File: config.mk
export PLATFORM = sky130hd
export DESIGN_NAME = conway_serial_host
export DESIGN_NICKNAME = d
export VERILOG_FILES = /design/src/rtl/conway_pkg.sv /design/src/rtl/conway_shift_reg.sv /design/src/rtl/conway_serial_host.sv
export SDC_FILE = /design/constraint.sdc
export NUM_CORES = 1
export LEC_CHECK = 0
export ABC_CLOCK_PERIOD_IN_PS = 5000
export BUFFER_PORTS_ARGS = -buffer_cell sky130_fd_sc_hd__buf_2
export CORE_MARGIN = 8
export CORE_UTILIZATION = 49
export DETAILED_ROUTE_END_ITERATION = 8
export HOLD_SLACK_MARGIN = 0.03
export PLACE_DENSITY = 0.8
export SYNTH_ARGS = -nofsm -noshare
export SYNTH_HDL_FRONTEND = slang
export SYNTH_SLANG_ARGS = --single-unit
File: constraint.sdc
create_clock -name clk -period 5 [get_ports clk]
set_clock_uncertainty 0.2 [all_clocks]
set_input_delay 1 -clock clk [delete_from_list [all_inputs] [get_ports clk]]
set_output_delay 1 -clock clk [all_outputs]
set_load 0.005 [all_outputs]
File: src/rtl/conway_pkg.sv
// rtl/conway_pkg.sv - shared types and constants for the Life host and core
package conway_pkg;

  localparam int CONWAY_CELLS = 64;

  typedef enum logic [1:0] {
    MODE_HOLD = 2'b00,
    MODE_LOAD = 2'b01,
    MODE_STEP = 2'b10,
    MODE_READ = 2'b11
  } mode_t;

  typedef enum logic [2:0] {
    IDLE,
    LOAD,
    STEP,
    READ,
    DONE
  } host_state_t;

endpackage

File: src/rtl/conway_shift_reg.sv
// rtl/conway_shift_reg.sv - parallel-load, right-shifting register; serial in enters at the MSB
module conway_shift_reg #(
  parameter int WIDTH = 64
) (
  input  logic             clk,
  input  logic             reset,
  input  logic             load,
  input  logic [WIDTH-1:0] load_data,
  input  logic             shift_en,
  input  logic             serial_in,
  output logic             serial_out,
  output logic [WIDTH-1:0] q
);

  logic [WIDTH-1:0] r_q;

  always_ff @(posedge clk or posedge reset) begin
    if (reset) begin
      r_q <= '0;
    end else if (load) begin
      r_q <= load_data;
    end else if (shift_en) begin
      r_q <= {serial_in, r_q[WIDTH-1:1]};
    end
  end

  assign q          = r_q;
  assign serial_out = r_q[0];

endmodule

File: src/rtl/conway_serial_host.sv
// rtl/conway_serial_host.sv - host driver for the Life core serial port (optional CONWAY_HOST_POPCOUNT_EN)
module conway_serial_host
  import conway_pkg::*;
#(
  parameter int CELLS    = CONWAY_CELLS,
  parameter int GEN_W    = 8,
  parameter int READ_LAT = 1
) (
  input  logic             clk,
  input  logic             reset,
  input  logic [CELLS-1:0] board_in,
  input  logic [GEN_W-1:0] gens_in,
  input  logic             start_valid,
  output logic             start_ready,
  output logic             data_in,
  output logic [1:0]       mode,
  input  logic             data_out,
  output logic [CELLS-1:0] result,
  output logic             result_valid,
  input  logic             result_ready,
  output logic             busy
`ifdef CONWAY_HOST_POPCOUNT_EN
  ,
  output logic [$clog2(CELLS+1)-1:0] live_count
`endif
);

  localparam int CNT_W = $clog2(CELLS + READ_LAT + 1);
  localparam int LC_W  = $clog2(CELLS + 1);

  host_state_t      r_state;
  mode_t            r_mode;
  logic             r_start_ready;
  logic             r_busy;
  logic             r_result_valid;
  logic [CNT_W-1:0] r_bit_cnt;
  logic [GEN_W-1:0] r_gen_cnt;

  logic             w_accept;
  logic             w_load_en;
  logic             w_cap_en;
  logic             w_load_sout;
  logic [CELLS-1:0] w_load_q_unused;
  logic             w_cap_sout_unused;
  logic [CELLS-1:0] w_cap_q;

  assign w_accept  = start_valid && r_start_ready;
  assign w_load_en = (r_state == LOAD);
  // The core needs READ_LAT cycles before cell 0 is on data_out.
  assign w_cap_en  = (r_state == READ) && (r_bit_cnt >= CNT_W'(READ_LAT));

  conway_shift_reg #(.WIDTH(CELLS)) u_load_sr (
    .clk        (clk),
    .reset      (reset),
    .load       (w_accept),
    .load_data  (board_in),
    .shift_en   (w_load_en),
    .serial_in  (1'b0),
    .serial_out (w_load_sout),
    .q          (w_load_q_unused)
  );

  conway_shift_reg #(.WIDTH(CELLS)) u_cap_sr (
    .clk        (clk),
    .reset      (reset),
    .load       (1'b0),
    .load_data  ({CELLS{1'b0}}),
    .shift_en   (w_cap_en),
    .serial_in  (data_out),
    .serial_out (w_cap_sout_unused),
    .q          (w_cap_q)
  );

  always_ff @(posedge clk or posedge reset) begin
    if (reset) begin
      r_state        <= IDLE;
      r_mode         <= MODE_HOLD;
      r_start_ready  <= 1'b1;
      r_busy         <= 1'b0;
      r_result_valid <= 1'b0;
      r_bit_cnt      <= '0;
      r_gen_cnt      <= '0;
    end else begin
      case (r_state)
        IDLE: begin
          if (w_accept) begin
            r_state       <= LOAD;
            r_mode        <= MODE_LOAD;
            r_start_ready <= 1'b0;
            r_busy        <= 1'b1;
            r_bit_cnt     <= '0;
            r_gen_cnt     <= gens_in;
          end
        end
        LOAD: begin
          if (r_bit_cnt == CNT_W'(CELLS - 1)) begin
            r_bit_cnt <= '0;
            if (r_gen_cnt != '0) begin
              r_state <= STEP;
              r_mode  <= MODE_STEP;
            end else begin
              r_state <= READ;
              r_mode  <= MODE_READ;
            end
          end else begin
            r_bit_cnt <= r_bit_cnt + CNT_W'(1);
          end
        end
        STEP: begin
          r_gen_cnt <= r_gen_cnt - GEN_W'(1);
          if (r_gen_cnt == GEN_W'(1)) begin
            r_state <= READ;
            r_mode  <= MODE_READ;
          end
        end
        READ: begin
          if (r_bit_cnt == CNT_W'(CELLS + READ_LAT - 1)) begin
            r_bit_cnt      <= '0;
            r_state        <= DONE;
            r_mode         <= MODE_HOLD;
            r_result_valid <= 1'b1;
          end else begin
            r_bit_cnt <= r_bit_cnt + CNT_W'(1);
          end
        end
        DONE: begin
          if (result_ready) begin
            r_state        <= IDLE;
            r_result_valid <= 1'b0;
            r_start_ready  <= 1'b1;
            r_busy         <= 1'b0;
          end
        end
        default: begin
          r_state <= IDLE;
          r_mode  <= MODE_HOLD;
        end
      endcase
    end
  end

`ifdef CONWAY_HOST_POPCOUNT_EN
  logic [LC_W-1:0] r_live_count;

  always_ff @(posedge clk or posedge reset) begin
    if (reset) begin
      r_live_count <= '0;
    end else if (w_accept) begin
      r_live_count <= '0;
    end else if (w_cap_en && data_out) begin
      r_live_count <= r_live_count + LC_W'(1);
    end
  end

  assign live_count = r_live_count;
`endif

  // Load register drains to zero during LOAD, so data_in idles low.
  assign data_in      = w_load_sout;
  assign mode         = r_mode;
  assign start_ready  = r_start_ready;
  assign busy         = r_busy;
  assign result_valid = r_result_valid;
  assign result       = w_cap_q;

endmodule

After elaboration in Yosys (flattened, before gate mapping). Index checks and enable logic that the tools add are counted.

Input port bits: 77. Output and inout bits: 70. Register bits after elaboration: 151. Word-level logic and storage cells: 69.

Equal/unequal tests: 12. Bitwise gates (word level): 1. Mux-type cells: 29. Magnitude comparators: 1. Reductions and logical operators: 15. Add/subtract/negate cells: 2.

Operators with widths (count): two-way mux 64 bit (2); two-way mux 7 bit (3); case mux 7 bit (3 select lines) (1); case mux 8 bit (2 select lines) (1); two-way mux 3 bit (5); case mux 3 bit (5 select lines) (1); case mux 2 bit (5 select lines) (1); AND reduction 5 bit (2); == test 8 x 1 -> 1 bit, second input constant (1); two-way mux 2 bit (4); two-way mux 8 bit (1); nonzero test 2 bit (4); nonzero test 8 bit (1); subtractor 8 x 1 -> 8 bit, second input constant (1); adder 7 x 1 -> 7 bit, second input constant (1); == test 7 x 6 -> 1 bit, second input constant (1); == test 7 bit, second input constant (1); >= comparator 7 x 1 -> 1 bit, second input constant (1); two-way mux 1 bit (7); == test 3 x 2 -> 1 bit, second input constant (2); inequality test 2 bit, second input constant (3); case mux 1 bit (2 select lines) (3); AND reduction 3 bit (2); inequality test 2 x 1 -> 1 bit, second input constant (2); 7 further kinds (9).

Logic depth before layout (Yosys ltp). Gate-level depths: netlist of the first run.

Depth in word-level cells: 4. Depth in mapped cells: 7. Depth with buffers taken out: 6.

Modules after synthesis. A second synthesis of the first run with hierarchy kept.

Cell total of the unflattened synthesis: 713. Area, all modules: 7390.8 um2.

By module, submodules not included: conway_shift_reg (area an instance 2979.1 um2, seq. area each 1601.5 um2, cells an instance 279, instances 2); conway_serial_host (area an instance 1432.6 um2, seq. area each 576.8 um2, cells an instance 155, instances 1).

Worst setup path after synthesis of the first run. No wires, ideal clock.

Path type: input port to flip-flop. Start: input port start_valid. End: register r_gen_cnt[1]. Buffers on the path: 0. Cell stages on the path: 4. Setup slack: 2.658 ns. Arrival time: 2.010 ns. Path through: nand2_1 nor4_1 mux2i_1 mux2i_1.

Cells in the longest elaborated chain, start to end: 3.

RTL lines: start: declaration (line conway_serial_host.sv:13) `input logic start_valid,`; logical AND 1 bit (line conway_serial_host.sv:47) `assign w_accept = start_valid && r_start_ready;`; inequality test 2 x 1 -> 1 bit (no line); AND reduction 2 bit (no line); end signal: assignment (line conway_serial_host.sv:92) `r_gen_cnt <= gens_in;`; end signal: assignment (line conway_serial_host.sv:110) `r_gen_cnt <= r_gen_cnt - GEN_W'(1);`; end: declaration (line conway_serial_host.sv:37) `logic [GEN_W-1:0] r_gen_cnt;`.

No other way between the ends. A chain may end at the register's enable or synchronous reset.

Worst setup path in the final report of the first run.
Start: register r_state[2]. End: register u_cap_sr.r_q[37] (netlist: u_cap_sr.q[37]).

Cells in the longest elaborated chain, start to end: 2.

RTL lines: start: declaration (line conway_serial_host.sv:31) `host_state_t r_state;`; start signal: assignment (line conway_serial_host.sv:76) `r_state <= IDLE;`; start signal: assignment (line conway_serial_host.sv:87) `r_state <= LOAD;`; start signal: assignment (line conway_serial_host.sv:99) `r_state <= STEP;`; == test 3 x 2 -> 1 bit (line conway_serial_host.sv:50) `assign w_cap_en = (r_state == READ) && (r_bit_cnt >= CNT_W'(READ_LAT));`; logical AND 1 bit (line conway_serial_host.sv:50); end signal: assignment (line conway_shift_reg.sv:21) `r_q <= load_data;`; end signal: assignment (line conway_shift_reg.sv:23) `r_q <= {serial_in, r_q[WIDTH-1:1]};`; end: declaration (line conway_shift_reg.sv:15) `logic [WIDTH-1:0] r_q;`.

No other way between the ends.

==> flow_summary.ini, run 1 <==
[power]
p_sw_frac = 0.2282
pwr-share-clk = 0.479
power_frac_seq = 0.498
p_comb_frac = 0.023
leakagePower_nw = 3.598
power_density_mw_per_mm2 = 304.5
p_int_w = 0.001892
peakVddDrop_v = 0.0002250
finalPower_w = 0.002452
p_sw_w = 0.0005596

[final_layout]
nNetsFinal = 786
stdcell_count = 892
antenna_cells = 0
mostFrequentLayoutCell = dfrtp_1
layout_common_cells = 150 x dfrtp_1, 146 x buf_2, 80 x nand2_1
area_growth_syn_to_layout_pct = 20.98
drive_gt1_frac = 0.3617

[synthesis]
synth_fp_nets = 646
ys_warn_count = 0
avgSynthCellArea_um2 = 11.82
synthArstFlopShare = 1.000
dominantRegCellSynth = dfrtp_1
synth_cells = 563
synth-edff-count = 0
yosysSeqAreaShare = 0.5680
netlist_area_mm2 = 0.006655
synth_seq_cells = 151
synth_cell_types = 48

[detailed_routing]
drt_iter0_drc = 322
vias = 4741
first_pass_iters = 5
routedWlPerCell_um = 15.99
ant_nets = 0
route.detailed.drc = 0
wl_mm = 14.26
vias_per_cell = 5.315

[clock_tree]
ctsResizeCount = 0
insertion_delay_ps = 420
tritoncts = yes
clk_pin_slew_ps = 70
clock_path_buffers = 2
cts_made_buffers = 17
cts-root-buf = clkbuf_16
post_cts_buffers = 0
hold_buffers = 0
ctsHtreeMaxLevel = 4
cts_sinks = 151

[critical_path]
worstSetupStartpointType = flip-flop
crit_type = flip-flop to flip-flop
worstRegToRegCells = 5
arrival_ps = 3160
path_max_fanout = 41
regToRegStartpoint = r_state[2]$_DFFE_PP0P_
critPathLaunch = r_state[2]$_DFFE_PP0P_
cpMaxStageDelayCell = a21oi_4
slowest_delay_ps = 580
path_cells = nand2b_1, or2_1, a21oi_4, buf_4, mux2_2
cp.required_ps = 5100
crit_end = u_cap_sr.q[37]$_DFFE_PP0P_
reg2reg_to = u_cap_sr.q[37]$_DFFE_PP0P_
r2r_slack_ps = 1940
end_kind = flip-flop

[placed_design]
portBuffers = 146
placedCellCount = 860
gp_congestion = 0.8019
hpwl_mm = 10.22

[run]
maxCapViolCount = 0

[sta]
slew_headroom = 0.2348
rsz0062_at_grt = false
slew_viol_final = 0
final-setup-viol-count = 0
min_period_ps = 3064
min_period_over_period = 0.6127
finalSetupTns_ps = 0
max_freq_ghz = 0.3264
worst_pin_slew_ps = 1137
hold_violations = 0

[global_route]
grt_pass1_vias = 4896
grt_pass1_wl_mm = 24.25
grt_antenna_before_repair = 0
grt_usage = 0.1660
overflow = 0
grt_start_max_net_pins = 129

[status]
status = complete, no violations

[die]
fp.coreArea_mm2 = 0.01324
die_area_mm2 = 0.01757
fp-row-count = 42
chipHeight_um = 132.5
ios = 147
initial_core_util = 0.5026
die_w_um = 132.5

[min_path]
hp-class = input port to async pin
power by group through the flow:
stage               combinational (W)  sequential [W]  clock, W
global route                0.0000645         0.00122   0.00125
detailed placement          0.0000580         0.00124         0
global placement            0.0000567         0.00124         0
floorplan                   0.0000194         0.00124         0
CTS                         0.0000584         0.00122   0.00120
finish                      0.0000562         0.00122   0.00117
layer usage:
metal,routed length (um),part of all wire,up-vias,track usage
li1,-,-,2290,-
met1,6105,0.43,2298,0.1970
met2,7021,0.49,135,0.2736
met3,938,0.066,18,0.05791
met4,195,0.014,0,0.05994
met5,0,0,-,0
synthesized netlist by cell type (2+ instances only):
cell | count | share of area
a211oi_1 | 2 | 0.0023
o21ai_0 | 73 | 0.055
buf_2 | 7 | 0.0053
inv_1 | 10 | 0.0056
mux2_2 | 65 | 0.11
a22oi_1 | 2 | 0.0023
nand2_1 | 80 | 0.045
ha_1 | 6 | 0.011
and3_1 | 4 | 0.0038
buf_4 | 7 | 0.0079
dfrtp_1 | 150 | 0.56
o211ai_1 | 2 | 0.0023
nor2_1 | 9 | 0.0051
nor4_1 | 3 | 0.0028
a41oi_1 | 2 | 0.0026
clkbuf_1 | 17 | 0.0096
a31oi_1 | 7 | 0.0066
a21oi_1 | 9 | 0.0068
nand3b_1 | 3 | 0.0034
nand3_1 | 11 | 0.0083
and2_1 | 2 | 0.0019
nand2b_1 | 2 | 0.0019
mux2i_1 | 65 | 0.098
state kept, by name (all words and copies together) (netlist names):
signal,count
busy,1
mode,2
r_bit_cnt,7
r_gen_cnt,8
r_state,3
result_valid,1
start_ready,1
u_cap_sr.q,64
u_load_sr.q,64
final cells by class:
class / instances / area, um2
multi-input combinational: 371 / 2689
tap: 176 / 220.2
fill: 1093 / 5191
clock buffer: 18 / 429.2
timing repair buffer: 152 / 775.7
clock inverter: 14 / 116.4
sequential: 151 / 3780
inverter: 10 / 41.29
worst min-delay path by stage:
stage                                    from                          end
finish                                  reset  u_load_sr.q[43]$_DFFE_PP0P_
detailed placement  u_cap_sr.q[0]$_DFFE_PP0P_    u_cap_sr.q[0]$_DFFE_PP0P_
CTS                                     reset  u_load_sr.q[43]$_DFFE_PP0P_
global route                            reset  u_load_sr.q[43]$_DFFE_PP0P_
floorplan           u_cap_sr.q[0]$_DFFE_PP0P_    u_cap_sr.q[0]$_DFFE_PP0P_
global placement    u_cap_sr.q[0]$_DFFE_PP0P_    u_cap_sr.q[0]$_DFFE_PP0P_
cell families (layout without fill, tap and decap cells):
| logic type | Yosys count | in the layout | synth area share |
|---|---|---|---|
| flops | 151 | 151 | 0.5680 |
| mux | 130 | 130 | 0.2077 |
| simple gates | 125 | 125 | 0.08874 |
| compound gates | 110 | 110 | 0.09588 |
| buf+inv | 41 | 194 | 0.02839 |
| fa+ha+maj | 6 | 6 | 0.01128 |
metrics by stage:
stage,util,hold slack (ps),worst slack (ps),area [um2]
after detailed placement,0.5668,291.9,1982,7506
after CTS,0.6080,269.2,1941,8051
after global routing,0.6080,281.5,1747,8051
final,0.6080,284.0,1936,8051
after floorplan,-,281.9,1898,6659
after global placement,0.5668,286.6,2122,7506
critical path: cells and delay by family, from the launching register on:
kind | cells | cell delay [ps]
and+or+nand+nor | 2 | 650
AOI/OAI and AO/OA | 1 | 580
buffers and inverters | 1 | 570
DFF | 1 | 520
muxes | 1 | 400
Note: power is estimated with default switching activity, not from simulation.
==> run 2: changes to the inputs <==
--- a/config.mk
+++ b/config.mk
@@ -5,7 +5,8 @@
 export SDC_FILE = /design/constraint.sdc
 export NUM_CORES = 1
 export LEC_CHECK = 0
-export ABC_CLOCK_PERIOD_IN_PS = 5000
+export ABC_AREA = 1
+export ABC_CLOCK_PERIOD_IN_PS = 2500
 export BUFFER_PORTS_ARGS = -buffer_cell sky130_fd_sc_hd__buf_2
 export CORE_MARGIN = 8
 export CORE_UTILIZATION = 49
==> constraint.sdc (replaced) <==
create_clock -name clk -period 2.5 [get_ports clk]
set_clock_uncertainty 0.2 [all_clocks]
set_input_delay 0.5 -clock clk [delete_from_list [all_inputs] [get_ports clk]]
set_output_delay 0.5 -clock clk [all_outputs]
set_load 0.005 [all_outputs]
==> run 2 against run 1 <==
Compared with the run above: cell count increased by 28%; maximum frequency increased by 59%; highest routed layer unchanged; count of clock-buffer cells in the layout increased by 4; register-to-register slack got worse by 1400 ps; flip-flop and latch count unchanged; clock power increased by 140%; sequential power increased by 110%.
==> flow_summary.ini, run 2 <==
[status]
status = complete, no violations

[detailed_routing]
routedWlPerCell_um = 14.48
wl_mm = 16.52
vias_per_cell = 5.130
route.detailed.drc = 0
drt_iter0_drc = 499
vias = 5853
ant_nets = 0
first_pass_iters = 4

[final_layout]
layout_common_cells = 182 x nand2_1, 150 x dfrtp_1, 146 x buf_2
antenna_cells = 0
finalInstanceArea_mm2 = 0.008358
mostFrequentLayoutCell = nand2_1
area_growth_syn_to_layout_pct = 22.05
stdcell_count = 1141
drive_gt1_frac = 0.2102
nNetsFinal = 1033

[synthesis]
synthArstFlopShare = 1.000
avgSynthCellArea_um2 = 8.310
netlist_area_mm2 = 0.006848
ys_warn_count = 0
synth_fp_nets = 907
synth_cell_types = 30
synth.top_cells.by_area = dfrtp_1 55%, nand2_1 10%, a21oi_1 5.1%, nand3_1 5.0%, inv_1 4.8%
yosysSeqAreaShare = 0.5520
synth_top_area_frac = 0.5481
dominantRegCellSynth = dfrtp_1
yosysMostFrequentCell = nand2_1
synth_seq_cells = 151
synth_cells = 824
yosysTopAreaCell = dfrtp_1
synth-edff-count = 0
synthTopCellsByCount = 183 x nand2_1, 150 x dfrtp_1, 88 x inv_1

[power]
power_density_mw_per_mm2 = 696.7
peakVddDrop_v = 0.0004583
finalPower_w = 0.005823
leakagePower_nw = 4.524

[clock_tree]
post_cts_buffers = 0
insertion_delay_ps = 410
cts-root-buf = clkbuf_16
ctsHtreeMaxLevel = 4
clk_pin_slew_ps = 60
clock_path_buffers = 2
cts_made_buffers = 17
hold_buffers = 0
ctsResizeCount = 0
tritoncts = yes
cts_sinks = 151

[sta]
finalSetupTns_ps = 0
rsz0062_at_grt = false
hold_violations = 0
slew_viol_final = 0
min_period_over_period = 0.7693
min_period_ps = 1923
final-setup-viol-count = 0
slew_headroom = 0.5057
worst_pin_slew_ps = 741.4
max_freq_ghz = 0.5200

[die]
die_w_um = 134.2
die_area_mm2 = 0.01801
fp-row-count = 43
chipHeight_um = 134.2
ios = 147
initial_core_util = 0.4972
fp.coreArea_mm2 = 0.01377

[run]
maxCapViolCount = 0

[placed_design]
placedCellCount = 1111
placed_area_mm2 = 0.007714
portBuffers = 146
gp_congestion = 0.8100
hpwl_mm = 10.75

[critical_path]
path_max_fanout = 5
end_kind = flip-flop
cp.required_ps = 2640
worstSetupStartpointType = flip-flop
arrival_ps = 2070
crit_type = flip-flop to flip-flop

[global_route]
grt_antenna_before_repair = 0
grt_start_max_net_pins = 126
grt_usage = 0.1872
grt_pass1_wl_mm = 27.91
overflow = 0
grt_pass1_vias = 5728

[min_path]
hp-class = input port to async pin
==> run 2: cell types whose count changed in the layout (fill, tap and decap cells not counted), sizes merged, moves of 32 or more <==
cell	change
a21oi	+60
inv	+74
mux2	-65
mux2i	-65
nand2	+109
nand3	+57
nor2	+32
nor3	+63
==> run 2: final timing paths <==
kind | from | end | slack [ps] | cells after the start
worst max-delay path | r_bit_cnt[0]$_DFFE_PP0P_ | mode[0]$_DFFE_PP0P_ | 580 | 9
worst min-delay path | reset | u_load_sr.q[38]$_DFFE_PP0P_ | 50 | 3
worst max register to register | r_bit_cnt[0]$_DFFE_PP0P_ | mode[0]$_DFFE_PP0P_ | 580 | 9
worst min register to register | busy$_DFFE_PP0P_ | busy$_DFFE_PP0P_ | 280 | 2
max in group asynchronous | reset | u_cap_sr.q[58]$_DFFE_PP0P_ | 1440 | 3
min in group clk | board_in[22] | u_load_sr.q[22]$_DFFE_PP0P_ | 100 | 3
==> run 2: stage by stage <==
step                setup WS, ps  hold slack, ps  utilization
floorplan                 -102.1           243.1            -
global placement           653.2           251.5       0.5600
detailed placement         608.3           268.8       0.5600
CTS                        556.9           64.18       0.6068
global route               393.2           69.52       0.6068
finish                     576.8           45.83       0.6068
==> run 2: cells by family (layout without fill, tap and decap cells) <==
| kind of cell | Yosys count | after routing | share of synthesized area |
|---|---|---|---|
| AND/OR/NAND/NOR | 371 | 371 | 0.2361 |
| AO/OA/AOI/OAI | 155 | 155 | 0.1160 |
| flip-flops | 151 | 151 | 0.5520 |
| buffers and inverters | 140 | 277 | 0.08368 |
| adder cells (fa/ha/maj) | 6 | 6 | 0.01096 |
| XOR/XNOR | 1 | 1 | 0.001279 |
==> run 2: report_power, final <==
part           internal, W  switching [W]  leakage (nW)  total [W]
clock              0.00184       0.000946         0.308    0.00278
combinational     0.000173       0.000249          2.26   0.000422
sequential         0.00258      0.0000404          1.95    0.00262
==> run 2: layout make-up <==
type / instances / area [um2]
timing repair buffer: 155 / 860.8
clock inverter: 8 / 170.2
fill: 1222 / 5415
sequential: 151 / 3780
multi-input combinational: 533 / 2497
clock buffer: 22 / 474.2
tap: 180 / 225.2
inverter: 92 / 350.3
==> run 2: layer usage <==
layer,global-route usage,share of wire
met5,0,0
met4,0.06238,0.016
met3,0.04787,0.053
met2,0.3029,0.50
met1,0.2394,0.43
==> run 2: worst max-delay path: stages, from the launching register on <==
cell and delay (ps):
dfrtp_1 430, ha_1 190, nand2_1 90, nor2_1 180, nand2_1 80, nand2_1 140
inv_1 70, nor2_1 200, nand4_1 180, nand2_1 100
==> run 3: changes to the inputs <==
--- a/config.mk
+++ b/config.mk
@@ -5,8 +5,8 @@
 export SDC_FILE = /design/constraint.sdc
 export NUM_CORES = 1
 export LEC_CHECK = 0
-export ABC_AREA = 1
-export ABC_CLOCK_PERIOD_IN_PS = 2500
+export ABC_AREA = 0
+export ABC_CLOCK_PERIOD_IN_PS = 1720
 export BUFFER_PORTS_ARGS = -buffer_cell sky130_fd_sc_hd__buf_2
 export CORE_MARGIN = 8
 export CORE_UTILIZATION = 49
==> constraint.sdc (replaced) <==
create_clock -name clk -period 1.72 [get_ports clk]
set_clock_uncertainty 0.2 [all_clocks]
set_input_delay 0.344 -clock clk [delete_from_list [all_inputs] [get_ports clk]]
set_output_delay 0.344 -clock clk [all_outputs]
set_load 0.005 [all_outputs]
==> run 3 against run 2 <==
Compared with the run above: the run now ends with negative setup slack left; flip-flop and latch count is the same; clock power grew 37%; design area is 26% higher; register-to-register slack worse by 880 ps; die area down 2.5%; critical path depth is 3 lower; largest power group unchanged.
==> flow_summary.ini, run 3 (synthesis gave the netlist of run 1 again) <==
[detailed_routing]
ant_nets = 0
routedWlPerCell_um = 20.45
drt_iter0_drc = 344
vias_per_cell = 5.544
route.detailed.drc = 0
vias = 5810
wl_mm = 21.44
first_pass_iters = 5

[critical_path]
end_kind = flip-flop
path_max_fanout = 4
slowest_delay_ps = 450
arrival_ps = 2120
path_cells = inv_2, ha_2, and3_4, a21oi_4, a221oi_4, mux2_4
cp.required_ps = 1810
cpMaxStageDelayCell = dfrtp_2
crit_type = flip-flop to flip-flop
worstSetupStartpointType = flip-flop

[placed_design]
portBuffers = 146
hpwl_mm = 11.32
gp_congestion = 0.8408
dp_slack_ps = -238.2

[final_layout]
fin_util = 0.7944
n_fill_cell = 726
nNetsFinal = 941
layout_common_cells = 147 x dfrtp_1, 145 x buf_2, 75 x dlygate4sd3_1
mostFrequentLayoutCell = dfrtp_1
area_growth_syn_to_layout_pct = 58.07
drive_gt1_frac = 0.4581

[sta]
worst_pin_slew_ps = 448.8
slew_viol_final = 0
final-setup-viol-count = 139
holdWs_ps = 225.7
rsz0062_at_grt = true
slew_headroom = 0.7008
min_period_ps = 2027
hold_violations = 0
max_freq_ghz = 0.4933
finalSetupTns_ps = -19230
setup_slack_ps = -307.0
min_period_over_period = 1.178

[power]
pwr-share-clk = 0.495
p_comb_frac = 0.043
peakVddDrop_v = 0.0006596
finalPower_w = 0.007693
p_sw_frac = 0.2074
p_sw_w = 0.001595
power_density_mw_per_mm2 = 731.2
p_int_w = 0.006097
power_frac_seq = 0.462
leakagePower_nw = 4.536

[global_route]
grt_antenna_before_repair = 1
grt_start_max_net_pins = 65
grt_pass1_vias = 6269
grt_pass1_wl_mm = 33.35
overflow = 0
grt_usage = 0.2344

[status]
status = complete, but fails checks
violations = negative setup slack

[die]
die_w_um = 132.5
chipHeight_um = 132.5
fp.coreArea_mm2 = 0.01324
die_area_mm2 = 0.01757
ios = 147
fp-row-count = 42
initial_core_util = 0.5026

[clock_tree]
cts_made_buffers = 17
clock_path_buffers = 2
clk_pin_slew_ps = 70
cts-root-buf = clkbuf_16
cts_sinks = 151
ctsHtreeMaxLevel = 4
insertion_delay_ps = 420
tritoncts = yes

[run]
maxCapViolCount = 0

[min_path]
hp-class = input port to flip-flop
[run 3: cell count changes in the layout (fill, tap and decap cells not counted), moves of 11 or more]
cell | before | now
mux2_4 | 0 | 61
o21ai_1 | 10 | 66
a21oi_1 | 70 | 5
nand2_1 | 182 | 74
buf_12 | 5 | 16
nand3_1 | 68 | 7
nor3_1 | 64 | 0
dlygate4sd3_1 | 0 | 75
o21ai_0 | 66 | 4
mux2i_1 | 0 | 52
inv_1 | 86 | 8
nor2_1 | 39 | 8
buf_4 | 4 | 46
buf_6 | 0 | 15
[run 3: power groups by stage]
| stage | sequential [W] | clock, W | combinational [W] |
|---|---|---|---|
| after floorplan | 0.00362 | 0 | 0.0000565 |
| after global placement | 0.00362 | 0 | 0.000183 |
| after detailed placement | 0.00362 | 0 | 0.000188 |
| after CTS | 0.00355 | 0.00385 | 0.000319 |
| after global routing | 0.00355 | 0.00400 | 0.000364 |
| final | 0.00355 | 0.00381 | 0.000333 |
[run 3: metrics by stage]
stage	std cells	cell area [um2]
after floorplan	563	6980
after global placement	913	8322
after detailed placement	913	8322
after CTS	1042	10230
after global routing	1048	10520
final	1048	10520
[run 3: final timing paths]
check / startpoint / endpoint / slack (ps) / cells past startpoint
setup / recovery: r_bit_cnt[1]$_DFFE_PP0P_ / mode[1]$_DFFE_PP0P_ / -310 / 6
hold / removal: start_valid / start_ready$_DFFE_PP1P_ / 230 / 5
setup reg to reg: r_bit_cnt[1]$_DFFE_PP0P_ / mode[1]$_DFFE_PP0P_ / -310 / 6
hold reg to reg: u_cap_sr.q[0]$_DFFE_PP0P_ / u_cap_sr.q[0]$_DFFE_PP0P_ / 330 / 1
max in group asynchronous: reset / start_ready$_DFFE_PP1P_ / 500 / 5
min in group asynchronous: reset / u_cap_sr.q[51]$_DFFE_PP0P_ / 310 / 4
[run 3: routing by layer]
metal | global-route usage | part of all wire
met5 | 0 | 0
met4 | 0.08328 | 0.026
met3 | 0.06775 | 0.068
met2 | 0.3944 | 0.51
met1 | 0.2807 | 0.40
[run 3: worst max-delay path: cells and delay by family, from the launching register on]
family / cells / cell delay (ps)
AO/OA/AOI/OAI: 2 / 400
adder cells (fa/ha/maj): 1 / 200
buffers and inverters: 1 / 100
flip-flops: 1 / 450
multiplexers: 1 / 330
AND/OR/NAND/NOR: 1 / 210
[run 3: cell type report]
type,instances,area (um2),share of cell area
inverter,10,41.29,0.003925
multi-input combinational,371,3318,0.3154
antenna,1,2.502,0.0002379
tap,176,220.2,0.02093
sequential,151,3784,0.3597
clock buffer,20,456.7,0.04341
timing repair buffer,307,2546,0.2420
clock inverter,12,151.4,0.01439
[run 3: timing repair]
| item | 4_1_cts | 5_1_grt |
|---|---|---|
| endpoints found under the setup margin | 101 | 148 |
| buffers inserted | 13 | 8 |
| gates cloned | 9 | 1 |
| endpoints found under the hold margin | 172 | 0 |
| hold buffers | 75 | 0 |
| gates resized for setup | 104 | 73 |
| pin swaps | 25 | 16 |
